## src/rtl/axis_ctrlsrc_cal_ctrl.sv

```systemverilog
// axis_ctrlsrc_cal_ctrl: auto-zero calibration of the control-source offset and
// hold-window sequencing of linear/log path changes for the select block.
// Optional macro CAL_ROUND_EN: the calibrated mean is rounded to nearest
// instead of truncated toward -inf. Timing is identical either way.
module axis_ctrlsrc_cal_ctrl #(
  parameter int DATA_WIDTH     = 32,
  parameter int ACC_EXTRA      = 16,
  parameter int HOLD_CYCLES    = 64,
  parameter int TIMEOUT_CYCLES = 1000000
) (
  input  logic                  a_clk,
  input  logic                  a_resetn,
  input  logic [DATA_WIDTH-1:0] S_AXIS_tdata,
  input  logic                  S_AXIS_tvalid,
  input  logic                  cal_start,
  input  logic                  cal_abort,
  input  logic [4:0]            avg_log2,
  input  logic [15:0]           settle_cycles,
  input  logic [DATA_WIDTH-1:0] manual_offset,
  input  logic                  use_manual,
  input  logic [1:0]            selection_ln_req,
  output logic [DATA_WIDTH-1:0] signal_offset,
  output logic [1:0]            selection_ln,
  output logic                  ctrl_hold,
  output logic                  cal_busy,
  output logic                  cal_done,
  output logic                  cal_error
);
  localparam int AW = DATA_WIDTH + ACC_EXTRA;
  localparam int KW = $clog2(ACC_EXTRA + 1);
  localparam int CW = (ACC_EXTRA + 1 > 17) ? ACC_EXTRA + 1 : 17;
  localparam int TW = $clog2(TIMEOUT_CYCLES + 1);
  localparam int HW = $clog2(HOLD_CYCLES + 1);
  localparam logic signed [AW+1:0] SMAX = {{(AW+3-DATA_WIDTH){1'b0}}, {(DATA_WIDTH-1){1'b1}}};
  localparam logic signed [AW+1:0] SMIN = {{(AW+3-DATA_WIDTH){1'b1}}, {(DATA_WIDTH-1){1'b0}}};

  typedef enum logic [2:0] {IDLE, SETTLE, ACCUM, COMPUTE, APPLY} cal_st_t;
  typedef enum logic [1:0] {S_IDLE, S_PRE, S_POST} seq_st_t;

  cal_st_t               r_cal_st, w_cal_nxt;
  seq_st_t               r_seq_st, w_seq_nxt;
  logic                  r_start_d, r_done, r_err, r_apply_d;
  logic [KW-1:0]         r_k;
  logic [15:0]           r_settle;
  logic [CW-1:0]         r_cnt;
  logic [TW-1:0]         r_to;
  logic signed [AW-1:0]  r_acc;
  logic [DATA_WIDTH-1:0] r_neg, r_cal_off, r_sig_off;
  logic [HW-1:0]         r_hcnt;
  logic [1:0]            r_sel, r_sel_lat;

  logic                  w_start_rise, w_busy, w_to_hit, w_acc_last, w_run;
  logic [KW-1:0]         w_k_clamp;
  logic [CW-1:0]         w_cnt_last;
  logic signed [AW:0]    w_acc_rnd, w_mean;
  logic signed [AW+1:0]  w_neg;
  logic [DATA_WIDTH-1:0] w_neg_sat;

  assign w_start_rise = cal_start & ~r_start_d;
  assign w_busy       = (r_cal_st != IDLE);
  assign w_run        = (r_cal_st == SETTLE) || (r_cal_st == ACCUM);
  assign w_to_hit     = w_run && !S_AXIS_tvalid && (r_to == TW'(TIMEOUT_CYCLES - 1));
  assign w_k_clamp    = (int'(avg_log2) > ACC_EXTRA) ? KW'(ACC_EXTRA) : KW'(avg_log2);
  assign w_cnt_last   = (CW'(1) << r_k) - CW'(1);
  assign w_acc_last   = S_AXIS_tvalid && (r_cnt == w_cnt_last);

  // Mean of the accumulated samples, negated and clamped to the output range
  always_comb begin
    w_acc_rnd = {r_acc[AW-1], r_acc};
`ifdef CAL_ROUND_EN
    if (r_k != '0)
      w_acc_rnd = {r_acc[AW-1], r_acc} + ((AW+1)'(1) << (r_k - KW'(1)));
`endif
    w_mean = w_acc_rnd >>> r_k;
    w_neg  = -{w_mean[AW], w_mean};
    if (w_neg > SMAX)      w_neg_sat = SMAX[DATA_WIDTH-1:0];
    else if (w_neg < SMIN) w_neg_sat = SMIN[DATA_WIDTH-1:0];
    else                   w_neg_sat = w_neg[DATA_WIDTH-1:0];
  end

  // Calibration next-state; abort beats timeout beats normal progress
  always_comb begin
    w_cal_nxt = r_cal_st;
    case (r_cal_st)
      IDLE:    if (w_start_rise) w_cal_nxt = SETTLE;
      SETTLE:  if (cal_abort || w_to_hit) w_cal_nxt = IDLE;
               else if (r_cnt == CW'(r_settle)) w_cal_nxt = ACCUM;
      ACCUM:   if (cal_abort || w_to_hit) w_cal_nxt = IDLE;
               else if (w_acc_last) w_cal_nxt = COMPUTE;
      COMPUTE: w_cal_nxt = cal_abort ? IDLE : APPLY;
      APPLY:   w_cal_nxt = IDLE;
      default: w_cal_nxt = IDLE;
    endcase
  end

  // Calibration state register and datapath
  always_ff @(posedge a_clk) begin
    if (!a_resetn) begin
      r_cal_st  <= IDLE;
      r_start_d <= 1'b0;
      r_done    <= 1'b0;
      r_err     <= 1'b0;
      r_apply_d <= 1'b0;
      r_k       <= '0;
      r_settle  <= '0;
      r_cnt     <= '0;
      r_to      <= '0;
      r_acc     <= '0;
      r_neg     <= '0;
      r_cal_off <= '0;
      r_sig_off <= '0;
    end else begin
      r_cal_st  <= w_cal_nxt;
      r_start_d <= cal_start;
      r_done    <= 1'b0;
      r_apply_d <= (r_cal_st == APPLY);
      r_sig_off <= use_manual ? manual_offset : r_cal_off;
      r_to      <= (w_run && !S_AXIS_tvalid) ? r_to + 1'b1 : '0;
      if (w_to_hit && !cal_abort) r_err <= 1'b1;
      case (r_cal_st)
        IDLE: if (w_start_rise) begin
          r_acc    <= '0;
          r_cnt    <= '0;
          r_to     <= '0;
          r_err    <= 1'b0;
          r_k      <= w_k_clamp;
          r_settle <= settle_cycles;
        end
        SETTLE: begin
          if (r_cnt == CW'(r_settle)) r_cnt <= '0;
          else if (S_AXIS_tvalid)     r_cnt <= r_cnt + 1'b1;
        end
        ACCUM: if (S_AXIS_tvalid) begin
          r_acc <= r_acc + {{ACC_EXTRA{S_AXIS_tdata[DATA_WIDTH-1]}}, S_AXIS_tdata};
          r_cnt <= r_cnt + 1'b1;
        end
        COMPUTE: r_neg <= w_neg_sat;
        APPLY: if (!cal_abort) begin
          r_cal_off <= r_neg;
          r_done    <= 1'b1;
        end
        default: ;
      endcase
    end
  end

  // Selection sequencer next-state; new requests wait for idle and no calibration
  always_comb begin
    w_seq_nxt = r_seq_st;
    case (r_seq_st)
      S_IDLE:  if ((selection_ln_req != r_sel) && !w_busy) w_seq_nxt = S_PRE;
      S_PRE:   if (r_hcnt == HW'(HOLD_CYCLES - 1)) w_seq_nxt = S_POST;
      S_POST:  if (r_hcnt == HW'(HOLD_CYCLES - 1)) w_seq_nxt = S_IDLE;
      default: w_seq_nxt = S_IDLE;
    endcase
  end

  // Selection sequencer state, hold counter and path select register
  always_ff @(posedge a_clk) begin
    if (!a_resetn) begin
      r_seq_st  <= S_IDLE;
      r_hcnt    <= '0;
      r_sel     <= '0;
      r_sel_lat <= '0;
    end else begin
      r_seq_st <= w_seq_nxt;
      r_hcnt   <= (r_seq_st == w_seq_nxt) ? r_hcnt + 1'b1 : '0;
      if (r_seq_st == S_IDLE) r_hcnt <= '0;
      if (r_seq_st == S_IDLE && w_seq_nxt == S_PRE) r_sel_lat <= selection_ln_req;
      if (r_seq_st == S_PRE && w_seq_nxt == S_POST) r_sel <= r_sel_lat;
    end
  end

  assign signal_offset = r_sig_off;
  assign selection_ln  = r_sel;
  assign ctrl_hold     = (r_seq_st != S_IDLE) || (r_cal_st == APPLY) || r_apply_d;
  assign cal_busy      = w_busy;
  assign cal_done      = r_done;
  assign cal_error     = r_err;
endmodule
```

## config.mk

```make
export PLATFORM = sky130hd
export DESIGN_NAME = axis_ctrlsrc_cal_ctrl
export DESIGN_NICKNAME = d
export VERILOG_FILES = /design/src/rtl/axis_ctrlsrc_cal_ctrl.sv
export SDC_FILE = /design/constraint.sdc
export NUM_CORES = 1
export LEC_CHECK = 0
export ABC_CLOCK_PERIOD_IN_PS = 5600
export CAP_MARGIN = 40
export CORE_MARGIN = 4
export CORE_UTILIZATION = 65
export CTS_CLUSTER_SIZE = 8
export DETAILED_ROUTE_END_ITERATION = 10
export DONT_BUFFER_PORTS = 1
export PLACE_DENSITY = 0.81
export SLEW_MARGIN = 20
export SYNTH_ARGS = -nofsm -noshare
export SYNTH_HDL_FRONTEND = slang
export SYNTH_SLANG_ARGS = --single-unit
export TNS_END_PERCENT = 10
```

## constraint.sdc

```tcl
create_clock -name a_clk -period 5.6 [get_ports a_clk]
set_clock_uncertainty 0.1 [all_clocks]
set_input_delay 1.4 -clock a_clk [delete_from_list [all_inputs] [get_ports a_clk]]
set_output_delay 1.4 -clock a_clk [all_outputs]
set_load 0.005 [all_outputs]
```

==> results of run 1 <==
## stage by stage
step	cells	util	total power [mW]	setup slack (ns)	instance area, um^2
after floorplan	1952	-	2.32	1.17	16000
after global placement	2172	0.663	2.46	0.531	16100
after detailed placement	2175	0.664	2.47	0.396	16100
after CTS	2209	0.697	4.08	0.377	17000
after global routing	2211	0.698	4.24	0.0182	17000
final	2211	0.698	4.08	0.308	17000
## per-layer routing
metal  vias up  part of all wire  global-route usage
met5         -                 0                   0
met4         0             0.043               0.132
met3       145             0.088              0.0591
met2       696              0.45               0.499
met1      6850              0.42               0.410
li1       6926                 -                   -
## how the worst max path moves through the flow
| stage | slack [ns] | cells after the start | end | start |
|---|---|---|---|---|
| finish | 0.31 | 15 | r_neg[0] | r_k[1] |
| global route | 0.02 | 13 | r_neg[0] | r_k[1] |
| CTS | 0.38 | 14 | r_neg[0] | r_k[1] |
| detailed placement | 0.40 | 14 | r_neg[0] | r_k[1] |
| global placement | 0.53 | 14 | r_neg[0] | r_k[1] |
| floorplan | 1.17 | 17 | r_neg[1] | r_k[1] |
## final cells by class
type / instances / area [um^2] / area share
multi-input cells: 1564 / 10900 / 0.642
flip-flops and latches: 222 / 4460 / 0.262
clock buffers: 33 / 783 / 0.0461
well taps: 324 / 405 / 0.0239
repair buffers: 34 / 295 / 0.0174
inverters: 33 / 126 / 0.00744
clock inverters: 1 / 20.0 / 0.00118
## placed cells by master, fill, tap and decap left out, types with 6 or more instances in the layout
master     instances
mux4_2            60
o21ai_0          103
o31ai_1           10
or3_1             11
a211oi_1          11
nor2_2            12
and4_1             9
clkbuf_16         31
a21oi_2           30
nor3_1            32
or2_2             14
inv_1             30
and2_1            13
a21o_1            50
a22o_1             8
o211ai_1           8
a221oi_1           6
buf_4             28
ha_1              52
nor2_1           208
nand3_1           62
a31oi_1           14
nand3b_1          10
dfxtp_1          218
nand2b_1          16
a21oi_1          165
and3_1            18
mux2i_1           70
nor3b_1            6
nor4_1            10
nor2b_1           11
nand2_1          237
xor2_1            68
a22oi_1           18
xnor2_1           72
o21a_1             7
mux2_2            25
nand4_1           13
o22ai_1            8
## tightest hold or removal path, cell delays in order, from the launching register on
cell,delay (ns)
dfxtp_1,0.30
nand2_1,0.06
nor2_1,0.04
## synthesized netlist by cell type, drive strengths merged, types with 25 or more instances
| cell type | count |
|---|---|
| dfxtp | 222 |
| clkbuf | 87 |
| nor2 | 220 |
| ha | 52 |
| mux4 | 60 |
| buf | 46 |
| nand3 | 62 |
| nor3 | 32 |
| a21oi | 195 |
| mux2 | 25 |
| a21o | 50 |
| mux2i | 70 |
| xnor2 | 72 |
| inv | 33 |
| o21ai | 104 |
| nand2 | 237 |
| xor2 | 68 |
## kinds of logic after synthesis
kind of cell / after synthesis
xor gates and xnor gates: 140
AOI/OAI and AO/OA: 510
buffers and inverters: 166
muxes: 155
DFF: 222
adders and majority gates: 53
and+or+nand+nor: 706
## sequential cells by signal, indices dropped and copies added (netlist names), 3 cells and up
register	flops
r_acc	48
r_settle	16
r_cal_off	32
r_cal_st	3
r_to	20
r_hcnt	7
r_neg	32
r_cnt	17
r_k	5
signal_offset	32
## power by group
group	internal [mW]	switching, mW
registers	1.61	0.0386
logic	0.312	0.498
clock network	0.969	0.648
total	2.89	1.18
## repair_timing
action | CTS | global route
setup endpoints to repair | 0 | 6
setup buffers | 0 | 0
resized for setup | 0 | 2
==> results.md, run 1 <==
- R2R depth: 15
- Hold worst-path end: r_hcnt[6]
- Gpl congestion: 0.997
- CTS tree: done
- Crit Path Class: reg -> reg
- Netlist Area Pre-Place: 16000 um^2
- Root Buffer Master: clkbuf_16
- Post-Route WL: 43200 um
- Post-Synth Adder-Cell Area: 0.0418
- F_max: 0.189 GHz
- Horiz. Die Dim: 165 um
- Height of the die: 165 um
- DP HPWL: 31800 um
- Syn nets: 2098
- Global-route wire length before repair: 70300 um
- Area of the core: 24300 um^2
- Clock buffer depth: 3
- Synth Area in Compound Gates: 0.207
- Seq/Total Area, Yosys: 0.277
- Row count: 57
- Max-cap violations: 0
- Critical path endpoint category: flop
- IR drop worst, VDD: 268 uV
- DR vias: 14600
- Worst EP required: 6.00 ns
- Synth top area share: 0.277
- ANT cells: 0
- Post-Synthesis Cells: 1952
- #FFs+latches synth: 222
- Tmin final: 5.29 ns
- Slowest CP cell: dfxtp_4
- Final Max Slew Viols: 0
- Final-report setup violation count: 0
- Setup slack, reg-to-reg: 0.31 ns
- Via density: 6.61
- Initial Utilization: 0.659
- Area contributors post-synth: dfxtp_1, mux4_2, nand2_1, a21oi_1, nor2_1
- Clock Latency Late Sink: 0.57 ns
- Synth Warn #: 0
- Post-synth EDFFs: 0
- Hold_buf cts: 0
- # nets final: 2032
- Final clock period utilization by the worst path: 0.945
- Initial antenna violation count: 1
- Power per cell area: 240 nW/um^2
- Clk slew on worst S/H paths: 0.05 ns
- Post-synthesis area per instance: 8.21 um^2
- Hold Path Class: reg -> reg
- Top Family by Delay on Critical Path: simple AND/OR/NAND/NOR gates
- Synth-to-Final Area Change: 5.94%
- Pleak: 6.73 nW
- I/O Buffers: 0
- Final Hold Violating Endpoints: 0
- CTS sink cnt: 222
- Status: finished, final reports clean
- Mux cell area share after synthesis: 0.146
- Worst-path maximum fanout: 38
- Drt wl/cell: 19.6 um
- Synth Area in Simple Gates: 0.207
- Share of cells above drive strength 1: 0.123
- CP Buf/Inv Count: 1
- DRT Pass-1 Iters: 9
- Critical-path cell list: mux4_2 > mux2_2 > a222oi_1 > o211a_1 > ha_1 > and2_1 > and3_2 > nand4b_4 > nor4_2 > xnor2_1 > or4_1 > o21ai_4 > buf_12 > a21oi_1 > nor2_1
- Hold depth: 2
- Capture point of the worst reg-to-reg path: r_neg[0]
- Hold Startpoint: r_hcnt[6]
- Ys flop type: dfxtp_1
- CTS Buf Count: 31
- Yosys cell types: 88
- Fillers: 1933
- Synth Area in XOR/XNOR: 0.0765
- Routed Antenna Nets: 0
- Vias in the first global route: 13800
- Largest family of logic cells by synthesized area: compound AO/OA/AOI/OAI gates
- Iter 0 DRT Violations: 1497
- Type of origin of the critical path: flop
- Fin Hold WS: 0.335 ns
- Crit path DAT: 5.69 ns
- Unrepaired setup endpoints after global routing: false
- Async SR Flop Fraction: 0
- Htree depth: 1
- Yosys top cell by area: dfxtp_1
- Max_slew headroom: 0.429
- Worst reg2reg path startpoint: r_k[1]
- DRC viols: 0
- Measured slew at the worst slew-check pin: 0.854 ns
- Pin count of the biggest net entering global routing: 75
- Die footprint: 27200 um^2
- Total gr overflow: 0
- Setup TNS: 0 ns
- Crit-path max cell delay: 0.73 ns
- Aggregate global-route resource usage: 0.311
- # IOs: 131
Power figures use the tool's default switching activity.
==> run 2, diff against run 1 <==
--- a/config.mk
+++ b/config.mk
@@ -5,8 +5,8 @@
 export SDC_FILE = /design/constraint.sdc
 export NUM_CORES = 1
 export LEC_CHECK = 0
-export ABC_CLOCK_PERIOD_IN_PS = 5600
-export CAP_MARGIN = 40
+export ABC_CLOCK_PERIOD_IN_PS = 5400
+export CAP_MARGIN = 20
 export CORE_MARGIN = 4
 export CORE_UTILIZATION = 65
 export CTS_CLUSTER_SIZE = 8
==> constraint.sdc (replaced) <==
create_clock -name a_clk -period 5.4 [get_ports a_clk]
set_clock_uncertainty 0.1 [all_clocks]
set_input_delay 1.35 -clock a_clk [delete_from_list [all_inputs] [get_ports a_clk]]
set_output_delay 1.35 -clock a_clk [all_outputs]
set_load 0.005 [all_outputs]
==> run 2 against run 1 <==
  * Largest power group unchanged
  * Critical path depth increased by 1
  * Via count is 1.3% lower
  * Combinational power increased by 3.6%
  * Design area barely moved
  * Worst hold slack better by 0.0085 ns
  * Highest routed layer unchanged
  * Clock power up 5%
  * Critical endpoint unchanged
==> results.md, run 2 (synthesis gave the netlist of run 1 again) <==
- Final Max Slew Viols: 0 (unchanged)
- DRT Pass-1 Iters: 6 (was 9)
- Max_slew headroom: 0.353 (was 0.429)
- Gpl congestion: 1.02 (was 0.997)
- Type of origin of the critical path: flop (unchanged)
- Root Buffer Master: clkbuf_16 (unchanged)
- Tmin final: 5.03 ns (was 5.29 ns)
- Final instance count without filler cells: 2212 (was 2211)
- Hold Path Class: reg -> reg (unchanged)
- Total gr overflow: 0 (unchanged)
- Final-report setup violation count: 0 (unchanged)
- CTS sink cnt: 222 (unchanged)
- Horiz. Die Dim: 165 um (unchanged)
- Height of the die: 165 um (unchanged)
- CTS Buf Count: 31 (unchanged)
- Area of the core: 24300 um^2 (unchanged)
- Hold_buf cts: 0 (unchanged)
- Final Hold Violating Endpoints: 0 (unchanged)
- Initial Utilization: 0.659 (unchanged)
- Crit Path Class: reg -> reg (unchanged)
- Final clock period utilization by the worst path: 0.932 (was 0.945)
- Max FFs per register: 48 (unchanged)
- Worst reg2reg path startpoint: r_k[2] (was r_k[1])
- Commonest cells after routing, fill and taps aside: nand2_1, dfxtp_1, nor2_1 (unchanged)
- Critical path endpoint category: flop (unchanged)
- DP HPWL: 31500 um (was 31800 um)
- Status: finished, final reports clean (unchanged)
- Htree depth: 1 (unchanged)
- Crit path launch: r_k[2] (was r_k[1])
- Clk slew on worst S/H paths: 0.06 ns (was 0.05 ns)
- I/O Buffers: 0 (unchanged)
- Aggregate global-route resource usage: 0.309 (was 0.311)
- Clock buffer depth: 3 (unchanged)
- Initial antenna violation count: 0 (was 1)
- Max-cap violations: 0 (unchanged)
- CTS tree: done (unchanged)
- Post-Route WL: 43000 um (was 43200 um)
- Resized Gates After CTS: 0 (unchanged)
- F_max: 0.199 GHz (was 0.189 GHz)
- DRC viols: 0 (unchanged)
- Global-route wire length before repair: 69700 um (was 70300 um)
- Iter 0 DRT Violations: 1534 (was 1497)
- Power per cell area: 250 nW/um^2 (was 240 nW/um^2)
- # nets final: 2033 (was 2032)
- Pin count of the biggest net entering global routing: 74 (was 75)
- Setup Fix Bufs, Post-CTS: 0 (unchanged)
- Worst EP required: 5.80 ns (was 6.00 ns)
- DR vias: 14400 (was 14600)
- Unrepaired setup endpoints after global routing: false (unchanged)
- # IOs: 131 (unchanged)
- Synth-to-Final Area Change: 5.96% (was 5.94%)
- Routed Antenna Nets: 0 (unchanged)
- Measured slew at the worst slew-check pin: 0.967 ns (was 0.854 ns)
- Share of cells above drive strength 1: 0.124 (was 0.123)
- Hold Startpoint: r_neg[6] (was r_hcnt[6])
- Row count: 57 (unchanged)
- Crit path DAT: 5.43 ns (was 5.69 ns)
- Most common cell after layout, fill and taps aside: nand2_1 (unchanged)
- Most flops, register: r_acc (unchanged)
- Drt wl/cell: 19.4 um (was 19.6 um)
- Worst-path maximum fanout: 31 (was 38)
- Vias in the first global route: 13600 (was 13800)
- Setup TNS: 0 ns (unchanged)
- Pleak: 6.73 nW (about the same)
- Clock Latency Late Sink: 0.57 ns (about the same)
- Die footprint: 27200 um^2 (unchanged)
- ANT cells: 0 (unchanged)
- DP Cell Count: 2178 (was 2175)
- Via density: 6.52 (was 6.61)
- IR drop worst, VDD: 251 uV (was 268 uV)
## run 2: cell types whose count changed in the layout (fill, tap and decap cells not counted)
cell      delta
buf_4        +5
buf_8        -1
dfxtp_2      +2
buf_12       -1
nor2_2       -1
clkbuf_1     -1
clkbuf_2     -1
clkbuf_8     +1
dfxtp_4      -2
nor2_4       +1
buf_2        -1
## run 2: worst paths after layout
kind                            slack, ns  cells after the start      endpoint
worst min register to register       0.34                      2  r_cal_off[6]
worst max-delay path                 0.37                     16      r_neg[0]
worst max register to register       0.37                     16      r_neg[0]
worst min-delay path                 0.34                      2  r_cal_off[6]
## run 2: area by class of cell
class	count	area (um^2)
clock buffers	33	793
clock inverters	1	20.0
fillers	1924	7340
inverters	33	126
multi-input cells	1564	10900
flip-flops and latches	222	4450
well taps	324	405
repair buffers	35	288
## run 2: worst max-delay path: stages, from the launching register on
cell and delay [ns]:
dfxtp_2 0.66, buf_4 0.32, mux4_2 0.36, mux2_2 0.33, a222oi_1 0.35, o211a_1 0.29
ha_1 0.20, and2_1 0.22, and3_2 0.26, nand4b_4 0.21, or4_1 0.58, a22oi_1 0.21
o2111ai_1 0.21, o21ai_4 0.21, buf_12 0.23, a21oi_1 0.11, nor2_1 0.08
## run 2: report_power, final
| group | internal (mW) | total, mW | switching (mW) |
|---|---|---|---|
| logic | 0.325 | 0.838 | 0.513 |
| registers | 1.67 | 1.71 | 0.0376 |
| clock network | 1.02 | 1.70 | 0.685 |
## run 2: metal layers
metal / GRT usage / wire length [um] / part of all wire / up-vias
li1: - / - / - / 6935
met1: 0.414 / 18400 / 0.43 / 6724
met2: 0.506 / 19700 / 0.46 / 663
met3: 0.0571 / 3700 / 0.086 / 100
met4: 0.0991 / 1260 / 0.029 / 0
met5: 0 / 0 / 0 / -
## run 2: metrics by stage
step                      setup slack (ns)  hold WS, ns  power, mW  instance area (um^2)  utilization
final                                0.366        0.344       4.25                 17000        0.698
after global routing                0.0247        0.363       4.43                 17000        0.698
after CTS                            0.451        0.346       4.25                 17000        0.698
after detailed placement             0.375        0.340       2.57                 16200        0.665
after global placement               0.506        0.314       2.56                 16200        0.665
after floorplan                      0.974        0.305       2.41                 16000            -
